`src/rtl/serial_key_loader.sv`:
```
// Purpose : serial key loader; shifts in a KEY_SIZE-bit key MSB first plus an even-parity trailer and commits it atomically to key.
// Latency : key/key_ready/load_err update on the clock edge that samples the parity strobe, visible the following cycle.
// Backpressure: none; the sender strobes at will, and a frame stalled for TIMEOUT_CYCLES strobe-less cycles is aborted with load_err.
//
// Ports:
//   clk, rst_n            clock, synchronous active-low reset
//   load_start            begin/restart a frame (wins over a simultaneous key_strobe)
//   key_strobe, key_bit   serial data bit valid this cycle
//   key, key_ready        committed key and "a key has been committed since reset"
//   busy, load_err        frame in progress; last frame failed (sticky until next start)
//   bit_count             data bits received in the current/last frame
//
// Optional build macro KEY_LOCK_EN: once a key is committed, load_start is ignored until reset.
module serial_key_loader #(
    parameter int KEY_SIZE       = 6,
    parameter int TIMEOUT_CYCLES = 255
) (
    input  logic                          clk,
    input  logic                          rst_n,
    input  logic                          load_start,
    input  logic                          key_strobe,
    input  logic                          key_bit,
    output logic [KEY_SIZE-1:0]           key,
    output logic                          key_ready,
    output logic                          busy,
    output logic                          load_err,
    output logic [$clog2(KEY_SIZE+1)-1:0] bit_count
);

    localparam int BW = $clog2(KEY_SIZE + 1);
    localparam int CW = $clog2(TIMEOUT_CYCLES + 1);

    localparam logic [1:0] ST_IDLE   = 2'd0;
    localparam logic [1:0] ST_SHIFT  = 2'd1;
    localparam logic [1:0] ST_PARITY = 2'd2;

    localparam logic [BW-1:0] LAST_BIT = BW'(KEY_SIZE - 1);
    localparam logic [CW-1:0] TO_LAST  = CW'(TIMEOUT_CYCLES - 1);

    logic [1:0]          state_q, state_d;
    logic [KEY_SIZE-1:0] shreg_q, shreg_d;
    logic [KEY_SIZE-1:0] key_q, key_d;
    logic [BW-1:0]       bit_cnt_q, bit_cnt_d;
    logic [CW-1:0]       idle_q, idle_d;
    logic                key_ready_q, key_ready_d;
    logic                load_err_q, load_err_d;
    logic                busy_q;
    logic                start_ok;

    // Once locked, a start request in IDLE is simply not seen.
`ifdef KEY_LOCK_EN
    assign start_ok = load_start && !key_ready_q;
`else
    assign start_ok = load_start;
`endif

    always_comb begin
        state_d     = state_q;
        shreg_d     = shreg_q;
        key_d       = key_q;
        bit_cnt_d   = bit_cnt_q;
        idle_d      = idle_q;
        key_ready_d = key_ready_q;
        load_err_d  = load_err_q;

        if (state_q == ST_IDLE) begin
            // key_strobe has no effect while idle
            if (start_ok) begin
                state_d    = ST_SHIFT;
                shreg_d    = '0;
                bit_cnt_d  = '0;
                idle_d     = '0;
                load_err_d = 1'b0;
            end
        end else if (load_start) begin
            // restart; any simultaneous strobe bit is dropped
            state_d    = ST_SHIFT;
            shreg_d    = '0;
            bit_cnt_d  = '0;
            idle_d     = '0;
            load_err_d = 1'b0;
        end else if (key_strobe) begin
            idle_d = '0;
            if (state_q == ST_SHIFT) begin
                shreg_d   = {shreg_q[KEY_SIZE-2:0], key_bit};
                bit_cnt_d = bit_cnt_q + BW'(1);
                if (bit_cnt_q == LAST_BIT) begin
                    state_d = ST_PARITY;
                end
            end else begin
                // even parity over data plus trailer must come out zero
                if ((^shreg_q ^ key_bit) == 1'b0) begin
                    key_d       = shreg_q;
                    key_ready_d = 1'b1;
                    load_err_d  = 1'b0;
                end else begin
                    load_err_d  = 1'b1;
                end
                state_d = ST_IDLE;
            end
        end else if (idle_q == TO_LAST) begin
            // TIMEOUT_CYCLES-th consecutive strobe-less busy cycle
            state_d    = ST_IDLE;
            load_err_d = 1'b1;
            idle_d     = '0;
        end else begin
            idle_d = idle_q + CW'(1);
        end
    end

    always_ff @(posedge clk) begin
        if (!rst_n) begin
            state_q     <= ST_IDLE;
            shreg_q     <= '0;
            key_q       <= '0;
            bit_cnt_q   <= '0;
            idle_q      <= '0;
            key_ready_q <= 1'b0;
            load_err_q  <= 1'b0;
            busy_q      <= 1'b0;
        end else begin
            state_q     <= state_d;
            shreg_q     <= shreg_d;
            key_q       <= key_d;
            bit_cnt_q   <= bit_cnt_d;
            idle_q      <= idle_d;
            key_ready_q <= key_ready_d;
            load_err_q  <= load_err_d;
            busy_q      <= (state_d != ST_IDLE);
        end
    end

    assign key       = key_q;
    assign key_ready = key_ready_q;
    assign busy      = busy_q;
    assign load_err  = load_err_q;
    assign bit_count = bit_cnt_q;

endmodule

```
`config.mk`:
```
export PLATFORM = sky130hd
export DESIGN_NAME = serial_key_loader
export DESIGN_NICKNAME = d
export VERILOG_FILES = /design/src/rtl/serial_key_loader.sv
export SDC_FILE = /design/constraint.sdc
export NUM_CORES = 1
export LEC_CHECK = 0
export ABC_CLOCK_PERIOD_IN_PS = 4250
export CELL_PAD_IN_SITES_DETAIL_PLACEMENT = 1
export CELL_PAD_IN_SITES_GLOBAL_PLACEMENT = 2
export CORE_MARGIN = 10
export CORE_UTILIZATION = 35
export DETAILED_ROUTE_END_ITERATION = 10
export PLACE_DENSITY = 0.93
export SLEW_MARGIN = 20
export SYNTH_ARGS = -nofsm -noshare
export SYNTH_HDL_FRONTEND = slang
export SYNTH_SLANG_ARGS = --single-unit
export TNS_END_PERCENT = 1
```
`constraint.sdc`:
```
create_clock -name clk -period 4.25 [get_ports clk]
set_input_delay 0.85 -clock clk [delete_from_list [all_inputs] [get_ports clk]]
set_output_delay 0.85 -clock clk [all_outputs]
set_load 0.02 [all_outputs]
```
==> results.toml, run 1 <==
[clock_tree]
root_buffer = "clkbuf_8"
path_clk_slew_ns = 0.10
ctsHoldBuffers = 0
htree_levels = 1
cts.path.max_buffers = 2
cts_made_buffers = 3
clkSinkCount = 28
postCtsResizedCells = 0
clk_latency_ns = 0.27
cts_setup_buffers = 0
cts_tree = "done"

[place]
io_buffer_count = 16
globalplace.congestion = 0.802
dp_hpwl_um = 2350
postPlaceCellArea_um2 = 1530

[timing]
worst_pin_slew_ns = 0.592
fin_skew_ns = 0.00364
rsz0062_at_grt = "false"
setup_violations = 0
relSlewSlack_pct = 60.4
finalCriticalPeriod_ns = 2.42
slew_violations = 0
tns_ns = 0
period_share_pct = 56.9
hold_viol = 0
timing.fmax_mhz = 414

[setup_path]
path_max_fanout = 19
r2r_cells = 4
r2r_start = "shreg_q[0]"
cp-startpoint = "rst_n"
crit_type = "in -> reg"
critical_path.startpoint_type = "input pin"
endpoint_kind = "register"
worstPathRequired_ns = 4.44
critPathArrivalTime_ns = 2.60

[power_and_ir_drop]
power_frac_seq_pct = 57.2
clkPwrFrac_pct = 35.2
power_density_nw_per_um2 = 295
p_sw_mw = 0.105
ir_drop_v = 0.000166
p_int_mw = 0.362
combPwrFrac_pct = 7.6
power_mw = 0.467
power.leakage_nw = 0.554
swShare_pct = 22.5

[logic_synthesis]
synth.area.top_cells = "dfxtp_1, mux2i_1, nand2_1"
syn_avg_cell_area_um2 = 8.91
synth_largest_area_cell = "dfxtp_1"
syn-instance-count = 150
ys_seq_area_share_pct = 41.9
synth.distinct_cells = 38
synthesis.area_um2 = 1340
yosysWarnings = 0
syn-num-nets = 159
netlist.area_leader.share_pct = 41.9
synth-seq-cells = 28

[global_route]
antenna_found_initial = 0
grt_max_degree = 20
grt_pass1_wl_um = 5320
grt_usage_pct = 9.95
grt_pass1_vias = 1121
globalRouteOverflowTotal = 0

[run]
cap_viol_max_count = 0

[floorplanning]
die_w_um = 81.8
ios = 17
start_util_pct = 36.2
fp-row-count = 22
coreArea_um2 = 3690
die_height_um = 81.8
die-area_um2 = 6690

[layout]
drive_gt1_share_pct = 4.29
multi_input_area_um2 = 723
postLayoutCellArea_um2 = 1580
area_growth_pct = 18.4
diodes = 0
seq_area_um2 = 561
utilization_pct = 42.9
final.fill_count = 479
nets = 173

[route]
first_iter_violations = 63
wl_um = 3110
wire_per_inst_um = 14.7
first_pass_iters = 4
routed_via_density = 5.31
drc_errors = 0
vias = 1121
final_antenna_net_count = 0

[hold_path]
holdPathStages = 2
hold_class = "reg -> reg"
hold_start = "key[3]"

[run_status]
outcome = "finished clean"
path summary, 6_finish.rpt:
check                                     to  slack [ns]
worst min-delay path                  key[3]        0.47
worst min register to register        key[3]        0.47
worst max-delay path            bit_count[2]        1.83
worst max register to register        key[2]        2.46
cells by family after synthesis:
kind of cell	Yosys count	synth area share, %
AOI/OAI and AO/OA	32	16.3
muxes	8	5.99
buffers and inverters	12	3.93
DFF	28	41.9
and+or+nand+nor	61	22.8
adders and majority gates	4	3.75
xor gates and xnor gates	5	5.34
stage by stage:
stage / hold WS, ns / setup slack [ns] / cells
after detailed placement: 0.457 / 1.50 / 207
after CTS: 0.472 / 1.78 / 211
after floorplan: 0.465 / 2.29 / 150
after global placement: 0.445 / 1.60 / 207
after global routing: 0.492 / 1.55 / 211
final: 0.467 / 1.83 / 211
synth_stat cells (all sizes together):
library cell and instances:
a2bb2oi 1, o21a 1, a21boi 2, o2bb2ai 1, or3 3, mux2i 8, nand3 8, o211a 1
nor3 2, dfxtp 28, o21ai 3, ha 4, a22oi 6, nand3b 3, buf 1, xnor2 1
o22ai 1, or2 1, and3 3, and4 1, nor2b 1, a211oi 2, a32oi 1, xnor3 2
nor4bb 1, nor2 16, clkinv 1, a21bo 1, o211ai 1, a21oi 7, clkbuf 7, and4b 2
a31oi 4, inv 3, and3b 1, nand2 18, xor2 2, nand4 1
area by class of cell:
class	count	area share, %
Multi-Input combinational cell	110	45.7
Clock buffer	4	3.48
Sequential cell	28	35.4
Inverter	4	0.949
Tap cell	48	3.80
Timing Repair Buffer	17	10.6
power by group through the flow:
stage | logic (mW) | registers (mW) | clock network [mW]
CTS | 0.0359 | 0.267 | 0.171
global route | 0.0399 | 0.268 | 0.183
global placement | 0.0348 | 0.273 | 0
detailed placement | 0.0357 | 0.273 | 0
finish | 0.0357 | 0.267 | 0.164
floorplan | 0.0214 | 0.275 | 0
sequential cells by signal, indices dropped and copies added (netlist names):
register	cells
idle_q	8
load_err	1
shreg_q	6
bit_count	3
state_q	2
key_ready	1
key	6
busy	1
layout by cell type (no fill, tap or decap), types with 2 or more instances in the layout:
cell type	instances
a21boi_0	2
a21oi_1	7
xnor3_1	2
a31oi_1	4
mux2i_1	8
and3_1	3
nor2_1	16
inv_1	3
nand3_1	8
nand3b_1	3
o21ai_0	3
clkdlybuf4s50_1	16
a211oi_1	2
xor2_1	2
a22oi_1	6
nand2_1	18
ha_1	4
and4b_1	2
or3_1	3
clkbuf_8	4
nor3_1	2
dfxtp_1	28
routing by layer:
metal / up-vias / share of wire, % / GRT usage [%]
met3: 2 / 5.3 / 2.84
met2: 15 / 47 / 16.0
met4: 0 / 0.55 / 2.55
met5: - / 0 / 0
met1: 542 / 47 / 12.8
li1: 562 / - / -
critical path, cell delays in order:
cell and delay [ns]:
clkdlybuf4s50_1 0.80, clkinv_1 0.61, nor3_1 0.33
Note: power is estimated with default switching activity, not from simulation.
==> run 2: changes to the inputs <==
--- a/config.mk
+++ b/config.mk
@@ -5,13 +5,13 @@
 export SDC_FILE = /design/constraint.sdc
 export NUM_CORES = 1
 export LEC_CHECK = 0
-export ABC_CLOCK_PERIOD_IN_PS = 4250
+export ABC_CLOCK_PERIOD_IN_PS = 2100
 export CELL_PAD_IN_SITES_DETAIL_PLACEMENT = 1
 export CELL_PAD_IN_SITES_GLOBAL_PLACEMENT = 2
 export CORE_MARGIN = 10
-export CORE_UTILIZATION = 35
+export CORE_UTILIZATION = 29
 export DETAILED_ROUTE_END_ITERATION = 10
-export PLACE_DENSITY = 0.93
+export PLACE_DENSITY = 0.83
 export SLEW_MARGIN = 20
 export SYNTH_ARGS = -nofsm -noshare
 export SYNTH_HDL_FRONTEND = slang
==> constraint.sdc (replaced) <==
create_clock -name clk -period 2.1 [get_ports clk]
set_input_delay 0.42 -clock clk [delete_from_list [all_inputs] [get_ports clk]]
set_output_delay 0.42 -clock clk [all_outputs]
set_load 0.02 [all_outputs]
==> results.toml, run 2 (same netlist as run 1, synthesis figures left out) <==
[place]
io_buffer_count = 16
dp_slack_ns = -0.0993
dp_hpwl_um = 2560
dp.cells = 220
postPlaceCellArea_um2 = 1600
globalplace.congestion = 0.807

[clock_tree]
postCtsResizedCells = 0
clkSinkCount = 28
cts_tree = "done"
htree_levels = 1
root_buffer = "clkbuf_8"
ctsHoldBuffers = 0
clk_latency_ns = 0.27
cts_setup_buffers = 0
cts_made_buffers = 3
path_clk_slew_ns = 0.10
cts.path.max_buffers = 2

[global_route]
globalRouteOverflowTotal = 0
antenna_found_initial = 0
grt_pass1_vias = 1159
grt_pass1_wl_um = 5640
grt_max_degree = 17
grt_usage_pct = 8.95

[power_and_ir_drop]
power_density_nw_per_um2 = 630
ir_drop_v = 0.000225
power.leakage_nw = 0.605

[timing]
tns_ns = 0
relSlewSlack_pct = 73.3
fin_skew_ns = 0.00121
slew_violations = 0
timing.fmax_mhz = 529
fin_ws_ns = 0.209
hold_viol = 0
finalCriticalPeriod_ns = 1.89
period_share_pct = 90.1
worst_pin_slew_ns = 0.399
rsz0062_at_grt = "false"
setup_violations = 0

[floorplanning]
die-area_um2 = 7720
ios = 17
start_util_pct = 30.3
fp-row-count = 24
die_w_um = 87.9
coreArea_um2 = 4410
die_height_um = 87.9

[layout]
finalNonFillerCells = 224
nets = 182
area_growth_pct = 25.0
largest_reg_flops = 8
postLayoutCellArea_um2 = 1670
largest_register = "idle_q"
drive_gt1_share_pct = 9.30
final_common_cell = "dfxtp_1"
final.fill_count = 515
mostFrequentLayoutCells = "dfxtp_1, nand2_1, nor2_1, clkdlybuf4s50_1, buf_4"
utilization_pct = 37.8
diodes = 0

[setup_path]
critPathArrivalTime_ns = 2.10
critical_path.startpoint_type = "input pin"
crit_type = "in -> reg"
cp_slowest_cell = "and4b_1"
path_cells = "clkdlybuf4s50_1 -> xor2_1 -> xnor3_1 -> and4b_1 -> mux2i_1"
path_max_fanout = 7
worstPathRequired_ns = 2.31
critical_path.max_stage_delay_ns = 0.45
endpoint_kind = "register"

[run_status]
outcome = "finished clean"

[run]
cap_viol_max_count = 0

[route]
vias = 1169
first_iter_violations = 64
wl_um = 3340
final_antenna_net_count = 0
routed_via_density = 5.22
first_pass_iters = 2
wire_per_inst_um = 14.9
drc_errors = 0

[hold_path]
hold_class = "reg -> reg"
-- run 2: cell types whose count changed in the layout (fill, tap and decap cells not counted) --
cell | before | now
buf_4 | 1 | 10
bufinv_16 | 0 | 1
clkbuf_8 | 4 | 3
-- run 2: worst paths after layout --
| kind | cells after the start | startpoint | endpoint | slack, ns |
|---|---|---|---|---|
| worst min register to register | 2 | key[5] | key[5] | 0.46 |
| worst min-delay path | 2 | key[5] | key[5] | 0.46 |
| worst max register to register | 4 | shreg_q[0] | key[2] | 0.28 |
| worst max-delay path | 5 | key_bit | key[2] | 0.21 |
-- run 2: final cells by class --
class,instances,area [um^2],area share [%]
clock inverters,1,30.0,1.80
flip-flops and latches,28,561,33.6
multi-input cells,110,723,43.3
well taps,52,65.1,3.90
clock buffers,3,41.3,2.47
repair buffers,26,235,14.1
inverters,4,15.0,0.899
-- run 2: stage by stage --
stage / hold WS, ns / total power, mW
detailed placement: 0.455 / 0.640
global route: 0.498 / 1.10
floorplan: 0.465 / 0.599
global placement: 0.445 / 0.638
finish: 0.460 / 1.05
CTS: 0.470 / 1.07
-- run 2: metal layers --
metal | routed length [um] | up-vias | GRT usage [%]
met3 | 198 | 2 | 2.79
met2 | 1520 | 15 | 14.0
met4 | 20 | 0 | 3.04
met1 | 1600 | 573 | 11.3
li1 | - | 579 | -
met5 | 0 | - | 0
-- run 2: where the power goes --
part	total (mW)	switching (mW)	internal [mW]
logic	0.0863	0.0463	0.0400
clock network	0.426	0.170	0.255
registers	0.541	0.00502	0.536
total	1.05	0.222	0.831
-- run 2: critical path: cells and delay by family --
family / cells / cell delay, ns
xor+xnor: 2 / 0.56
simple gates: 1 / 0.45
buf+inv: 1 / 0.44
mux: 1 / 0.24
